File: src/rtl/mac_ctrl_pkg.sv
// rtl/mac_ctrl_pkg.sv - shared widths, state encoding and pipeline depths for mac_ctrl
//
// Purpose: one place for the controller's default widths, the MAC datapath
// width, the FSM state encoding and the delay-line depths that line the
// control strobes up with the buffer read and MAC operand pipeline.
// Ports: none (package).

package mac_ctrl_pkg;

    // Default widths: input-buffer address, weight-buffer address,
    // length/count, and MAC operand data.
    localparam int MC_AWIDTH = 12;
    localparam int MC_WWIDTH = 16;
    localparam int MC_LWIDTH = 10;
    localparam int MC_DWIDTH = 16;

    // Controller states.
    typedef enum logic [1:0] {
        ST_IDLE  = 2'd0,
        ST_CLEAR = 2'd1,
        ST_ISSUE = 2'd2,
        ST_DRAIN = 2'd3
    } mc_state_e;

    // The address outputs are registered one cycle after the counters, then
    // the buffer read takes one cycle and the MAC operand registers another.
    // An issue therefore reaches the accumulator three cycles after the
    // counter cycle that produced it, and a clear travels the same path.
    localparam int ISSUE_DLY = 3;
    localparam int CLEAR_DLY = 3;
    // The output-register load follows the last accumulate by one cycle.
    localparam int LAST_DLY  = ISSUE_DLY + 1;

endpackage : mac_ctrl_pkg

File: src/rtl/mac_ctrl_delay.sv
// rtl/mac_ctrl_delay.sv - fixed-depth shift register used for the control delay lines
//
// Purpose: delays a WIDTH-bit control word by exactly DEPTH clock cycles.
// Every stage is cleared by the synchronous reset, so nothing in flight
// survives a reset.
// Ports:
//   clk    in  1      clock, rising edge
//   reset  in  1      synchronous, active-high; clears every stage
//   din    in  WIDTH  word entering the line this cycle
//   dout   out WIDTH  word that entered DEPTH cycles ago (a flop output)

module ctrl_delay #(
    parameter int WIDTH = 1,
    parameter int DEPTH = 2
) (
    input  logic             clk,
    input  logic             reset,
    input  logic [WIDTH-1:0] din,
    output logic [WIDTH-1:0] dout
);

    logic [WIDTH-1:0] stage_q [DEPTH];
    logic [WIDTH-1:0] stage_d [DEPTH];

    always_comb begin
        stage_d[0] = din;
        for (int s = 1; s < DEPTH; s++) begin
            stage_d[s] = stage_q[s-1];
        end
    end

    always_ff @(posedge clk) begin
        if (reset) begin
            for (int s = 0; s < DEPTH; s++) begin
                stage_q[s] <= '0;
            end
        end else begin
            for (int s = 0; s < DEPTH; s++) begin
                stage_q[s] <= stage_d[s];
            end
        end
    end

    assign dout = stage_q[DEPTH-1];

endmodule : ctrl_delay

File: src/rtl/mac_ctrl.sv
// rtl/mac_ctrl.sv - sequencer for a fully-connected layer on a single MAC
//
// Purpose: for each of n_out neurons, clears the accumulator, streams n_in
// input/weight address pairs, then loads the MAC output register and flags
// the result with its neuron index. Weights are read row-major from one
// contiguous region starting at address 0. All outputs are flop outputs.
// Ports:
//   clk           in  1       clock, rising edge
//   reset         in  1       synchronous, active-high
//   start         in  1       job request, taken only in IDLE
//   n_in          in  LWIDTH  inputs per neuron, latched at an accepted start
//   n_out         in  LWIDTH  neuron count, latched at an accepted start
//   in_addr       out AWIDTH  input-buffer read address
//   w_addr        out WWIDTH  weight-buffer read address
//   mac_accum_we  out 1       accumulate strobe
//   mac_clear     out 1       accumulator clear
//   mac_out_en    out 1       MAC output-register load
//   out_valid     out 1       MAC result valid
//   out_addr      out LWIDTH  neuron index of the result under out_valid
//   busy          out 1       job in progress, through the done cycle
//   done          out 1       single-cycle completion pulse

module mac_ctrl
    import mac_ctrl_pkg::*;
#(
    parameter int AWIDTH = MC_AWIDTH,
    parameter int WWIDTH = MC_WWIDTH,
    parameter int LWIDTH = MC_LWIDTH
) (
    input  logic              clk,
    input  logic              reset,
    input  logic              start,
    input  logic [LWIDTH-1:0] n_in,
    input  logic [LWIDTH-1:0] n_out,
    output logic [AWIDTH-1:0] in_addr,
    output logic [WWIDTH-1:0] w_addr,
    output logic              mac_accum_we,
    output logic              mac_clear,
    output logic              mac_out_en,
    output logic              out_valid,
    output logic [LWIDTH-1:0] out_addr,
    output logic              busy,
    output logic              done
);

    mc_state_e         state_q, state_d;
    logic [LWIDTH-1:0] i_q, i_d;
    logic [LWIDTH-1:0] k_q, k_d;
    logic [WWIDTH-1:0] w_q, w_d;
    logic [LWIDTH-1:0] n_in_q, n_in_d;
    logic [LWIDTH-1:0] n_out_q, n_out_d;
    logic [AWIDTH-1:0] in_addr_q, in_addr_d;
    logic [WWIDTH-1:0] w_addr_q, w_addr_d;
    logic              out_valid_q, out_valid_d;
    logic [LWIDTH-1:0] out_addr_q, out_addr_d;
    logic              busy_q, busy_d;
    logic              done_q, done_d;

    logic              issue;
    logic              clear_now;
    logic              last_issue;
    logic              last_neuron;
    logic              accum_dly;
    logic              clear_dly;
    logic              last_dly;
    logic [LWIDTH-1:0] idx_dly;

    always_comb begin
        issue       = (state_q == ST_ISSUE);
        clear_now   = (state_q == ST_CLEAR);
        last_issue  = issue && (i_q == n_in_q - LWIDTH'(1));
        last_neuron = (k_q == n_out_q - LWIDTH'(1));
    end

    always_comb begin
        state_d = state_q;
        i_d     = i_q;
        k_d     = k_q;
        w_d     = w_q;
        n_in_d  = n_in_q;
        n_out_d = n_out_q;
        done_d  = 1'b0;

        case (state_q)
            ST_IDLE: begin
                if (start) begin
                    if ((n_in != '0) && (n_out != '0)) begin
                        n_in_d  = n_in;
                        n_out_d = n_out;
                        i_d     = '0;
                        k_d     = '0;
                        w_d     = '0;
                        state_d = ST_CLEAR;
                    end else begin
                        // Empty job: acknowledge without touching the MAC.
                        done_d = 1'b1;
                    end
                end
            end
            ST_CLEAR: begin
                i_d     = '0;
                state_d = ST_ISSUE;
            end
            ST_ISSUE: begin
                i_d = i_q + LWIDTH'(1);
                // Weight address runs on across neurons and wraps freely.
                w_d = w_q + WWIDTH'(1);
                if (last_issue) begin
                    if (!last_neuron) begin
                        k_d     = k_q + LWIDTH'(1);
                        state_d = ST_CLEAR;
                    end else begin
                        state_d = ST_DRAIN;
                    end
                end
            end
            ST_DRAIN: begin
                // Earlier neurons may still be in the delay line when DRAIN
                // is entered, so finish only on the final neuron's load.
                if (last_dly && (idx_dly == n_out_q - LWIDTH'(1))) begin
                    done_d  = 1'b1;
                    state_d = ST_IDLE;
                end
            end
            default: state_d = ST_IDLE;
        endcase

        // Busy covers the completion cycle of a real job but not the
        // acknowledge of an empty one.
        busy_d = (state_d != ST_IDLE) || ((state_q == ST_DRAIN) && done_d);

        in_addr_d   = AWIDTH'(i_q);
        w_addr_d    = w_q;
        out_valid_d = last_dly;
        out_addr_d  = last_dly ? idx_dly : '0;
    end

    always_ff @(posedge clk) begin
        if (reset) begin
            state_q     <= ST_IDLE;
            i_q         <= '0;
            k_q         <= '0;
            w_q         <= '0;
            n_in_q      <= '0;
            n_out_q     <= '0;
            in_addr_q   <= '0;
            w_addr_q    <= '0;
            out_valid_q <= 1'b0;
            out_addr_q  <= '0;
            busy_q      <= 1'b0;
            done_q      <= 1'b0;
        end else begin
            state_q     <= state_d;
            i_q         <= i_d;
            k_q         <= k_d;
            w_q         <= w_d;
            n_in_q      <= n_in_d;
            n_out_q     <= n_out_d;
            in_addr_q   <= in_addr_d;
            w_addr_q    <= w_addr_d;
            out_valid_q <= out_valid_d;
            out_addr_q  <= out_addr_d;
            busy_q      <= busy_d;
            done_q      <= done_d;
        end
    end

    ctrl_delay #(.WIDTH(1), .DEPTH(ISSUE_DLY)) u_issue_dly (
        .clk   (clk),
        .reset (reset),
        .din   (issue),
        .dout  (accum_dly)
    );

    ctrl_delay #(.WIDTH(1), .DEPTH(CLEAR_DLY)) u_clear_dly (
        .clk   (clk),
        .reset (reset),
        .din   (clear_now),
        .dout  (clear_dly)
    );

    ctrl_delay #(.WIDTH(1), .DEPTH(LAST_DLY)) u_last_dly (
        .clk   (clk),
        .reset (reset),
        .din   (last_issue),
        .dout  (last_dly)
    );

    // Neuron index travels alongside the last-issue marker.
    ctrl_delay #(.WIDTH(LWIDTH), .DEPTH(LAST_DLY)) u_index_dly (
        .clk   (clk),
        .reset (reset),
        .din   (k_q),
        .dout  (idx_dly)
    );

    assign in_addr      = in_addr_q;
    assign w_addr       = w_addr_q;
    assign mac_accum_we = accum_dly;
    assign mac_clear    = clear_dly;
    assign mac_out_en   = last_dly;
    assign out_valid    = out_valid_q;
    assign out_addr     = out_addr_q;
    assign busy         = busy_q;
    assign done         = done_q;

endmodule : mac_ctrl

File: config.mk
export PLATFORM = sky130hd
export DESIGN_NAME = mac_ctrl
export DESIGN_NICKNAME = d
export VERILOG_FILES = /design/src/rtl/mac_ctrl_pkg.sv /design/src/rtl/mac_ctrl_delay.sv /design/src/rtl/mac_ctrl.sv
export SDC_FILE = /design/constraint.sdc
export NUM_CORES = 1
export LEC_CHECK = 0
export ABC_AREA = 1
export ABC_CLOCK_PERIOD_IN_PS = 2100
export BUFFER_PORTS_ARGS = -buffer_cell sky130_fd_sc_hd__buf_2
export CORE_ASPECT_RATIO = 1.4
export CORE_MARGIN = 4
export CORE_UTILIZATION = 30
export CTS_BUF_LIST = sky130_fd_sc_hd__clkbuf_2
export CTS_CLUSTER_SIZE = 8
export DETAILED_ROUTE_END_ITERATION = 12
export PLACE_DENSITY = 0.49
export SLEW_MARGIN = 20
export SYNTH_ARGS = -nofsm -noshare
export SYNTH_HDL_FRONTEND = slang
export SYNTH_SLANG_ARGS = --single-unit
File: constraint.sdc
create_clock -name clk -period 2.1 [get_ports clk]
set_input_delay 0.315 -clock clk [delete_from_list [all_inputs] [get_ports clk]]
set_output_delay 0.315 -clock clk [all_outputs]
set_load 0.02 [all_outputs]
==> results of run 1 <==
## worst register-to-register path, stage by stage (launching register included)
cell and delay, ps:
dfxtp_1 390, inv_2 60, ha_4 170, nand2_1 90, inv_1 70, nand3_1 160, nand2_1 110, a21oi_1 130
nand2_1 100, nor2_1 140, nand2_1 90, a21oi_1 150, nand2_1 70, nand2_1 100, nand3_1 90
## cells in the final DEF, fill, tap and decap left out, drive strengths merged, types with 10 or more instances in the layout
cell type    count
a21oi           56
buf             99
clkbuf          19
dfxtp          147
dlygate4sd3     22
inv            137
nand2          165
nand3           82
nand4           16
nor2           152
nor3            17
nor4            10
o21ai           29
xor2            22
## metal layers
layer  track usage, %  wire (µm)  vias to the layer above  share of wire [%]
met5                0          0                        -                  0
met4             5.43        383                        0                2.3
met3             3.56        635                       28                3.7
met2             27.0       8990                      139                 53
met1             16.4       7010                     2612                 41
li1                 -          -                     3002                  -
## registers in the layout (all words and copies together), names as in the netlist
| name | flops |
|---|---|
| busy | 1 |
| done | 1 |
| i_q | 10 |
| in_addr | 10 |
| k_q | 10 |
| n_in_q | 10 |
| n_out_q | 10 |
| out_addr | 10 |
| out_valid | 1 |
| state_q | 2 |
| u_clear_dly.stage_q | 3 |
| u_index_dly.stage_q | 40 |
| u_issue_dly.stage_q | 3 |
| u_last_dly.stage_q | 4 |
| w_addr | 16 |
| w_addr_d | 16 |
## stage by stage
step	util [%]	setup slack (ps)	setup TNS, ps	hold WS (ps)
CTS	36.6	7.30	0	322
finish	37.2	118	0	386
floorplan	-	224	0	388
global route	37.2	-10.9	-30.6	299
detailed placement	34.3	-14.4	-14.4	393
global placement	34.3	-10.9	-10.9	389
## cell type report
| class | count | area, µm² |
|---|---|---|
| clock buffer | 19 | 95.1 |
| clock inverter | 13 | 135 |
| inverter | 137 | 514 |
| fill | 2266 | 13000 |
| antenna | 1 | 2.50 |
| multi-input combinational | 576 | 2830 |
| sequential | 147 | 2950 |
| tap | 256 | 320 |
| timing repair buffer | 121 | 818 |
## cells by family after synthesis
kind of cell | count (synthesis) | synth area share [%]
XOR/XNOR | 29 | 4.01
buffers and inverters | 166 | 10.3
flip-flops | 147 | 46.4
AND/OR/NAND/NOR | 444 | 30.1
AO/OA/AOI/OAI | 90 | 7.33
other | 1 | 0.0592
adder cells (fa/ha/maj) | 9 | 1.78
## repair_timing
action / CTS / global route
setup buffers: 0 / 5
pin swaps: 0 / 4
cloned: 0 / 2
hold buffers: 22 / 0
resized for setup: 2 / 26
hold endpoints to repair: 42 / 0
setup endpoints to repair: 1 / 18
## power breakdown
group | leakage (nW) | internal [W] | total [W] | switching, W
clock | 0.124 | 0.000546 | 0.00158 | 0.00103
combinational | 1.90 | 0.000455 | 0.00123 | 0.000775
sequential | 1.19 | 0.00287 | 0.00295 | 0.0000800
## how the worst max path moves through the flow
stage,from,to
floorplan,n_out_q[0],busy
global placement,n_out_q[1],busy
detailed placement,n_out_q[1],busy
CTS,n_in_q[0],k_q[5]
global route,n_out_q[4],k_q[3]
finish,n_out_q[0],busy
==> results by group, run 1 <==
Outcome
  • Status: finished clean

Floorplan
  • Core Rows: slightly above 60
  • Die W: about 130 µm
  • Initial Util: 30.7%
  • Die area: 23500 µm²
  • Die Y: ~180 µm
  • Core region area: just over 20000 µm²
  • I/O pin cnt: 67

Setup path
  • Worst Setup End Kind: register
  • Cell family with most CP delay: simple AND/OR/NAND/NOR gates
  • Bufs and invs on worst path: 2
  • R2R cell count: 14
  • WP data arrival: around 2600 ps
  • Critical R2R Capture: busy
  • CP max stage delay: a little under 400 ps
  • Startpoint types: register
  • CP max FO: 6
  • CP Class: reg -> reg
  • Crit-path most repeated cell: nand2_1
  • Crit-path cells: inv_2, ha_4, nand2_1, inv_1, nand3_1, nand2_1, a21oi_1, nand2_1, nor2_1, nand2_1, a21oi_1, nand2_1, nand2_1, nand3_1
  • CP max stage cell: dfxtp_1
  • Worst path depth: 14
  • Reg2reg setup slack: between 100 and 150 ps
  • CP Data Required Time: around 2700 ps
  • Worst r2r src: n_out_q[0]

Global routing
  • Pin count of the biggest net entering global routing: 26
  • Grt total ovfl: 0
  • Global-route wire length before repair: approximately 28000 µm
  • Initial antenna violation count: 1
  • Vias in the first global route: around 5800
  • GRT Overall Usage: about 15%

Timing
  • Relative slew slack: ~66%
  • Final Hold Vio Count: 0
  • Final Cycle Share: between 90% and 100%
  • Worst slew pin tran: ~500 ps
  • Clock skew: between 20 and 25 ps
  • Fin. max-slew vios: 0
  • Setup-failing EPs final: 0
  • Min cycle time layout: approximately 2000 ps
  • Fmax: 0.505 GHz

Yosys
  • Mapped Cells: between 800 and 900
  • Leading post-synthesis cells by cell area: dfxtp_1, nand2_1, nor2_1
  • Synth top cells by count: nand2_1, dfxtp_1, nor2_1
  • Sequential-to-total area share from yosys stat: 46.4%
  • Post-synthesis cell area: approximately 6300 µm²
  • #FFs+latches synth: approximately 150
  • Number of flops mapped to enable cells by yosys: 0
  • Most common flop cell mapped by yosys: dfxtp_1
  • Syn avg cell area: approximately 7 µm²
  • Synth cell types: 35
  • Top-count cell post-synth: nand2_1
  • Top-area cell type share of the netlist area: ~46%
  • Yosys top cell by area: dfxtp_1
  • Async set-reset flop share out of synthesis: 0%
  • Synth Warn #: 0

Detailed routing
  • Total number of vias: 5781
  • Initial DRC Count: 264
  • DR vias/cell: 4.55
  • Routed wire length: roughly 17000 µm
  • Antenna-violating nets left: 0
  • DR WL/cell: roughly 13 µm
  • Pre-Repair DR Iteration Count: 5
  • Residual DRC count: 0

Placement
  • Placed cell area: ~7100 µm²
  • Dpl cells: approximately 1200
  • IO buf count: between 60 and 70
  • Routability cong.: about 0.9
  • DPL Wire Length: around 13000 µm

Final layout
  • Share of cells above drive strength 1: between 10% and 20%
  • Final #Nets: slightly above 1000
  • Post-Layout Cell Count: around 1300
  • Final Cell Area: approximately 7700 µm²
  • Area growth, synth to finish: 21.0%

Power and ir drop
  • Peak supply drop: 0.355 mV
  • Leakage: 3.22 nW
  • Cell Pwr Density: ~750 nW/µm²
  • Power Total: between 0.005 and 0.006 W

Clock network
  • Clk root buf: clkbuf_2
  • CTS clk-pin slew, worst paths: around 200 ps
  • Inserted Clock Buffers: 17
  • Later-pin clock latency in the skew report: ~700 ps
  • # clock sinks: approximately 150
  • Longest Clk Path Bufs: 2
  • H-tree depth: 4
  • CTS tree: built

Run
  • Max-cap violations: 0

Worst hold path
  • Hold Path Sink: u_last_dly.stage_q[1]
  • Hold path start: reset
  • HP Class: in -> reg
  • Hold path cells: 3
(Power assumes the default switching activity.)
==> run 2: changes to the inputs <==
--- a/config.mk
+++ b/config.mk
@@ -5,7 +5,6 @@
 export SDC_FILE = /design/constraint.sdc
 export NUM_CORES = 1
 export LEC_CHECK = 0
-export ABC_AREA = 1
 export ABC_CLOCK_PERIOD_IN_PS = 2100
 export BUFFER_PORTS_ARGS = -buffer_cell sky130_fd_sc_hd__buf_2
 export CORE_ASPECT_RATIO = 1.4
@@ -15,6 +14,7 @@
 export CTS_CLUSTER_SIZE = 8
 export DETAILED_ROUTE_END_ITERATION = 12
 export PLACE_DENSITY = 0.49
+export SETUP_SLACK_MARGIN = 0.15
 export SLEW_MARGIN = 20
 export SYNTH_ARGS = -nofsm -noshare
 export SYNTH_HDL_FRONTEND = slang
==> results by group, run 2 <==
Outcome
  • Status: complete, but fails checks
  • Failing checks: negative setup slack

Yosys
  • Async set-reset flop share out of synthesis: 0% (unchanged)
  • Sequential-to-total area share from yosys stat: 48.7% (+2.2 points)
  • #FFs+latches synth: 147 (unchanged)
  • Mapped Cells: 639 (-28%)
  • Synth top cells by count: dfxtp_1, nor2b_1, nand2_1
  • Most common flop cell mapped by yosys: dfxtp_1
  • Synth Warn #: 0 (unchanged)
  • Synth cell types: 70 (+100%)
  • Number of flops mapped to enable cells by yosys: 0 (unchanged)
  • Yosys top cell by area: dfxtp_1
  • Top-area cell type share of the netlist area: 48.7% (+2.2 points)
  • Top-count cell post-synth: dfxtp_1
  • Syn avg cell area: 9.47 µm² (+32%)
  • Post-synthesis cell area: 6050 µm² (-4.6%)
  • Leading post-synthesis cells by cell area: dfxtp_1, nor2b_1, xnor2_1

Power and ir drop
  • Cell Pwr Density: 684 nW/µm² (-9.0%)
  • Leakage: 3.21 nW (about the same)
  • Power Total: 0.00543 W (-5.7%)
  • Peak supply drop: 0.331 mV (-6.8%)

Clock network
  • Inserted Clock Buffers: 17 (unchanged)
  • CTS clk-pin slew, worst paths: 230 ps (+30 ps)
  • Clk root buf: clkbuf_2
  • Longest Clk Path Bufs: 2 (unchanged)
  • H-tree depth: 4 (unchanged)
  • # clock sinks: 147 (unchanged)
  • CTS tree: built
  • Later-pin clock latency in the skew report: 750 ps (+40 ps)

Floorplan
  • Die area: 22500 µm² (-4.3%)
  • I/O pin cnt: 67 (unchanged)
  • Die Y: 176 µm (-2.2%)
  • Initial Util: 30.5% (-0.23 points)
  • Core region area: 19800 µm² (-3.8%)
  • Core Rows: 61 (-1.6%)
  • Die W: 128 µm (-2.2%)

Global routing
  • GRT Overall Usage: 13.9% (-0.96 points)
  • Vias in the first global route: 5182 (-10%)
  • Initial antenna violation count: 1 (unchanged)
  • Global-route wire length before repair: 25000 µm (-11%)
  • Pin count of the biggest net entering global routing: 47 (+81%)
  • Grt total ovfl: 0 (unchanged)

Setup path
  • Worst Setup End Kind: register
  • WP data arrival: 3200 ps (+610 ps)
  • CP Data Required Time: 2730 ps (+20 ps)
  • CP Class: reg -> reg
  • CP max FO: 6 (unchanged)
  • Startpoint types: register

Timing
  • Clock skew: 48.7 ps (+28.3 ps)
  • Final Cycle Share: 122% (+28 points)
  • Final setup TNS: -5210 ps (-5210 ps)
  • Relative slew slack: 66.0% (-0.13 points)
  • Final Hold Vio Count: 0 (unchanged)
  • Fmax: 0.390 GHz (-23%)
  • Min cycle time layout: 2570 ps (+584 ps)
  • Worst slew pin tran: 508 ps (+4.81 ps)
  • RSZ-0062 raised after global routing: yes
  • Fin. max-slew vios: 0 (unchanged)
  • Setup-failing EPs final: 14 (+14)
  • Fin Hold WS: 343 ps (-42.2 ps)
  • Min setup slack post-route: -466 ps (-584 ps)

Final layout
  • Multi-input gate area: 3180 µm² (+12%)
  • Area growth, synth to finish: 31.3%
  • Storage cell area: 2950 µm² (+0.17%)
  • Max FFs per register: 40 (unchanged)
  • Fill count: 1994 (-12%)
  • Commonest cells after routing, fill and taps aside: dfxtp_1, nor2b_1, buf_4
  • Final #Nets: 824 (-20%)
  • Commonest non-fill, non-tap cell in the layout: dfxtp_1
  • Share of cells above drive strength 1: 30.6% (+14 points)
  • Top reg by flops: u_index_dly.stage_q

Run
  • Max-cap violations: 0 (unchanged)

Detailed routing
  • DR vias/cell: 4.72 (+3.7%)
  • Pre-Repair DR Iteration Count: 4 (-1)
  • Antenna-violating nets left: 0 (unchanged)
  • Residual DRC count: 0 (unchanged)
  • Routed wire length: 15300 µm (-10%)
  • DR WL/cell: 14.5 µm (+7.9%)
  • Total number of vias: 4989 (-14%)
  • Initial DRC Count: 180 (-32%)

Placement
  • IO buf count: 64 (unchanged)
  • Routability cong.: 0.837 (-6.8%)
  • DPL Wire Length: 10800 µm (-15%)
  • Setup WS pre-CTS: -501 ps (-487 ps)

Worst hold path
  • HP Class: in -> reg
[run 2: final cells by class]
cell class / instances / area share (%)
Antenna cell: 1 / 0.0315
Clock buffer: 18 / 1.13
Clock inverter: 13 / 1.70
Inverter: 10 / 0.504
Multi-Input combinational cell: 449 / 40.0
Sequential cell: 147 / 37.2
Tap cell: 252 / 3.97
Timing Repair Buffer: 167 / 15.5
[run 2: critical path: stages (launching register included)]
cell,delay [ps]
dfxtp_1,360
or4_4,570
nor4_4,180
xnor3_1,250
a21boi_2,180
nand4_2,130
a21boi_2,80
buf_12,140
buf_8,120
buf_4,150
o31ai_2,220
a21oi_1,90
[run 2: metal layers]
layer	routed length [µm]	part of all wire, %	global-route usage (%)	up-vias
met5	0	0	0	-
met2	8350	55	25.9	100
li1	-	-	-	2474
met4	467	3.1	6.68	0
met3	570	3.7	3.66	33
met1	5890	39	14.2	2382
[run 2: power by group]
group	switching, W	internal, W	leakage, nW
logic	0.000478	0.000453	1.89
clock network	0.00108	0.000544	0.132
registers	0.0000362	0.00284	1.19
total	0.00159	0.00384	3.21
[run 2: cells by family after synthesis]
logic type / count (synthesis) / synth area share (%)
muxes: 5 / 0.828
xor gates and xnor gates: 51 / 7.61
adders and majority gates: 9 / 1.86
DFF: 147 / 48.7
and+or+nand+nor: 288 / 27.1
AOI/OAI and AO/OA: 94 / 9.64
other: 1 / 0.0620
buffers and inverters: 44 / 4.26
[run 2: path summary, 6_finish.rpt]
path                             startpoint                         end  slack, ps  cells past startpoint
hold reg to reg   u_index_dly.stage_q[0][3]  u_index_dly.stage_q[0][13]        440                      1
setup / recovery                 n_out_q[3]                      k_q[3]       -470                     11
hold / removal                      n_in[9]                   n_in_q[9]        340                      4
setup reg to reg                 n_out_q[3]                      k_q[3]       -470                     11
[run 2: per-stage QoR]
stage / cell area (µm²) / instances / util, %
6_report: 7940 / 1057 / 40.0
5_1_grt: 7940 / 1057 / 40.0
4_1_cts: 7760 / 1051 / 39.1
3_5_place_dp: 7090 / 989 / 35.7
3_3_place_gp: 7090 / 989 / 35.7
2_1_floorplan: 6120 / 640 / -
[run 2: timing repair]
item	CTS	global route
setup buffers	9	5
endpoints found under the setup margin	30	34
pin swaps	25	15
hold endpoints to repair	54	0
hold buffers	22	0
resized for setup	40	31
